===== config.mk =====
export PLATFORM = sky130hd
export DESIGN_NAME = pipe_ctrl
export DESIGN_NICKNAME = d
export VERILOG_FILES = /design/src/rtl/pipe_ctrl.sv
export SDC_FILE = /design/constraint.sdc
export NUM_CORES = 1
export LEC_CHECK = 0
export ABC_AREA = 1
export BUFFER_PORTS_ARGS = -buffer_cell sky130_fd_sc_hd__buf_2
export CAP_MARGIN = 25
export CORE_ASPECT_RATIO = 1.5
export CORE_MARGIN = 10
export CORE_UTILIZATION = 35
export CTS_CLUSTER_DIAMETER = 120
export DETAILED_ROUTE_END_ITERATION = 10
export PLACE_DENSITY = 0.86
export RECOVER_POWER = 100
export SYNTH_ARGS = -nofsm -noshare
export SYNTH_HDL_FRONTEND = slang
export SYNTH_SLANG_ARGS = --single-unit

===== constraint.sdc =====
create_clock -name clk -period 1.25 [get_ports clk]
set_clock_uncertainty 0.2 [all_clocks]
set_input_delay 0.1875 -clock clk [delete_from_list [all_inputs] [get_ports clk]]
set_output_delay 0.1875 -clock clk [all_outputs]
set_load 0.02 [all_outputs]

===== src/rtl/pipe_ctrl.sv =====
// Pipeline stall merge, exception flush/redirect, optional stall watchdog.
// Watchdog is built only when STALL_WDT_EN is defined.
module pipe_ctrl #(
  parameter logic [31:0] EXC_VECTOR  = 32'h0000_0020,
  parameter int          STALL_LIMIT = 16
) (
  input  logic        clk,
  input  logic        rst,
  input  logic        stallreq_if,
  input  logic        stallreq_id,
  input  logic        stallreq_ex,
  input  logic        stallreq_mem,
  input  logic        exc_valid,
  input  logic [31:0] exc_type,
  input  logic [31:0] cp0_epc,
  output logic [5:0]  stall,
  output logic        flush,
  output logic [31:0] new_pc,
  output logic        stall_timeout
);

  localparam logic [31:0] ERET = 32'h0000_000e;

  typedef enum logic {RUN, FLUSH} state_t;

  state_t      state;
  state_t      state_nxt;
  logic        flush_nxt;
  logic [31:0] pc_nxt;
  logic [5:0]  req_stall;

  always_comb begin
    req_stall = 6'b000000;
    if (stallreq_mem)
      req_stall = 6'b011111;
    else if (stallreq_ex)
      req_stall = 6'b001111;
    else if (stallreq_id)
      req_stall = 6'b000111;
    else if (stallreq_if)
      req_stall = 6'b000011;
  end

  always_comb begin
    state_nxt = state;
    flush_nxt = 1'b0;
    pc_nxt    = 32'h0;
    stall     = 6'b000000;
    unique case (state)
      RUN: begin
        if (exc_valid) begin
          state_nxt = FLUSH;
          flush_nxt = 1'b1;
          pc_nxt    = (exc_type == ERET) ? cp0_epc : EXC_VECTOR;
        end else begin
          stall = req_stall;
        end
      end
      FLUSH: state_nxt = RUN;
      default: state_nxt = RUN;
    endcase
    // Requests are ignored while reset is held.
    if (!rst)
      stall = 6'b000000;
  end

  always_ff @(posedge clk or negedge rst) begin
    if (!rst) begin
      state  <= RUN;
      flush  <= 1'b0;
      new_pc <= 32'h0;
    end else begin
      state  <= state_nxt;
      flush  <= flush_nxt;
      new_pc <= pc_nxt;
    end
  end

`ifdef STALL_WDT_EN
  localparam logic [15:0] LIM    = 16'(STALL_LIMIT);
  localparam logic [15:0] LIM_M1 = 16'(STALL_LIMIT - 1);

  logic [15:0] wdt_cnt;
  logic        wdt_flag;

  always_ff @(posedge clk or negedge rst) begin
    if (!rst) begin
      wdt_cnt  <= 16'h0;
      wdt_flag <= 1'b0;
    end else begin
      if (stall == 6'b000000)
        wdt_cnt <= 16'h0;
      else if (wdt_cnt != LIM)
        wdt_cnt <= wdt_cnt + 16'h1;
      if (stall != 6'b000000 && wdt_cnt == LIM_M1)
        wdt_flag <= 1'b1;
    end
  end

  assign stall_timeout = wdt_flag;
`else
  logic unused_lim;
  assign unused_lim    = ^STALL_LIMIT;
  assign stall_timeout = 1'b0;
`endif

endmodule


==> out/qor.yml <==
max_freq_mhz: 640
synth_top_area_frac: 0.587
area_delta_synth_final_pct: 101
grt_overflow: 0
path_class: "register to register"
arrival_ps: 1570
layout_common_cells: "buf_2 (71), dlygate4sd3_1 (33), dfrtp_1 (32)"
timing.critical_path.buf_inv: 4
grtUsageTotal: 0.148
initial_core_util: 0.359
cp_slowest_cell: "dfrtp_2"
p_per_area_nw_per_um2: 918
final-hold-violation-count: 0
drt-total-wl_um: 5540
final_area_um2: 2830
dieArea_um2: 7010
ys_ff_latch: 33
use_met1: 0.121
status: "complete, but fails checks"
dpl_cell_area_um2: 2050
cp-start-kind: "register"
ys_types: 14
finalSetupViolations: 39
maxCapViolCount: 0
slowest_delay_ps: 410
clock_latency_ps: 280
drive_gt1_frac: 0.650
fin_ws_ps: -312
fin_crit_ps: 1560
ys_warn_count: 0
h-tree-depth: 2
ys_seq_area_frac: 0.587
grt_pass1_wl_um: 8250
fp.dieH_um: 97.7
synth_top_area_cell: "dfrtp_1"
wl_per_cell_um: 15.6
core-area_um2: 3920
nets: 379
synth.area.top_cells: "dfrtp_1 (59%), nor2_2 (13%), nand2_1 (11%), nor2_1 (6.4%), buf_6 (2.4%)"
ant_nets: 0
final.period_utilization: 1.25
routabilityCongestion: 0.761
cp_max_fo: 8
avgSynthCellArea_um2: 9.32
crit_family: "buffers and inverters"
hpwl_um: 3580
fp-row-count: 28
cts_tree: "yes"
busiest_layer: "met2"
p_leak_nw: 1.48
worstPathCellList: "buf_4 -> buf_6 -> nor2_4 -> buf_12 -> clkbuf_16 -> nand2_2 -> nor2_1"
power.total_mw: 2.59
viasPerCell: 4.37
final_common_cell: "buf_2"
hp-class: "input pin to register"
critical_path_required_ps: 1260
root_buffer: "clkbuf_8"
antenna_found_initial: 2
netlist_area_um2: 1410
die_x_um: 71.8
violations: "negative setup slack"
max-clock-path-buffers: 2
vias: 1557
numCtsBuffers: 5
crit_path_end_kind: "register"
io_pins: 111
peakVddDrop_v: 0.000801
rsz0062_at_grt: "yes"
met2_usage: 0.285
drv_slew: 0
first_iter_violations: 68
io_buffers: 108
clock-sinks: 33
use_met3: 0.0429
tns_ps: -10180
drc: 0
grt_max_degree: 34
grt_pass1_vias: 1743
clk_pin_slew_ps: 60
first_pass_iters: 3
syn_inst: 151
per-stage QoR:
stage,instances,util,hold slack [ps],setup slack (ps)
floorplan,152,-,-308,-124
detailed placement,304,0.523,68.2,-121
CTS,349,0.671,173,-300
global placement,304,0.523,63.6,-60.2
finish,356,0.720,183,-312
global route,356,0.720,227,-361
worst reg2reg max path: stages (launching register included):
cell and delay (ps):
dfrtp_2 410, buf_4 130, buf_6 110, nor2_4 190
buf_12 160, clkbuf_16 160, nand2_2 40, nor2_1 90
path summary, 6_finish.rpt:
check / endpoint / slack (ps) / cells past startpoint / from
setup reg to reg: new_pc[31] / -310 / 7 / flush
max in group asynchronous: flush / 190 / 3 / rst
setup / recovery: new_pc[31] / -310 / 7 / flush
hold reg to reg: new_pc[16] / 680 / 6 / flush
min in group asynchronous: new_pc[25] / 330 / 3 / rst
hold / removal: new_pc[31] / 180 / 8 / exc_type[16]
synthesized netlist by cell type:
master   instances
nor2_4           3
conb_1           1
nand2_1         41
nor2_1          24
nor3_1           1
inv_1            6
buf_6            3
inv_2            1
dfrtp_1         33
nand4_1          1
buf_4            3
a21oi_1          2
nor2_2          29
buf_2            3
logic make-up after synthesis:
group,Yosys count,synth area share
buf+inv,16,0.0693
compound gates,2,0.00711
other cells,1,0.00266
simple gates,99,0.334
flops,33,0.587
sequential cells by signal (all words and copies together), names as in the netlist:
register  cells
flush         1
new_pc       32
timing repair:
item | CTS | global route
pin swaps | 4 | 20
hold endpoints to repair | 65 | 0
gates resized for setup | 13 | 46
endpoints found under the setup margin | 10 | 38
cloned | 3 | 1
hold buffers | 33 | 0
setup buffers | 1 | 5
routing by layer:
layer  up-vias  share of wire
met5         -              0
met4         0          0.022
met3         9          0.065
met2        60           0.61
met1       728           0.30
li1        760              -
power by group:
part           internal, mW  switching (mW)
Clock                 0.649           0.365
Combinational         0.280           0.225
Sequential             1.07         0.00204
cell type report:
class | instances | area, µm²
diodes | 2 | 5.00
clock buffers | 7 | 86.3
clock inverters | 1 | 30.0
fillers | 284 | 1100
inverters | 7 | 26.3
multi-input cells | 103 | 643
flip-flops and latches | 33 | 827
well taps | 45 | 56.3
repair buffers | 158 | 1150
No activity file was read; power rests on OpenSTA's default activity.
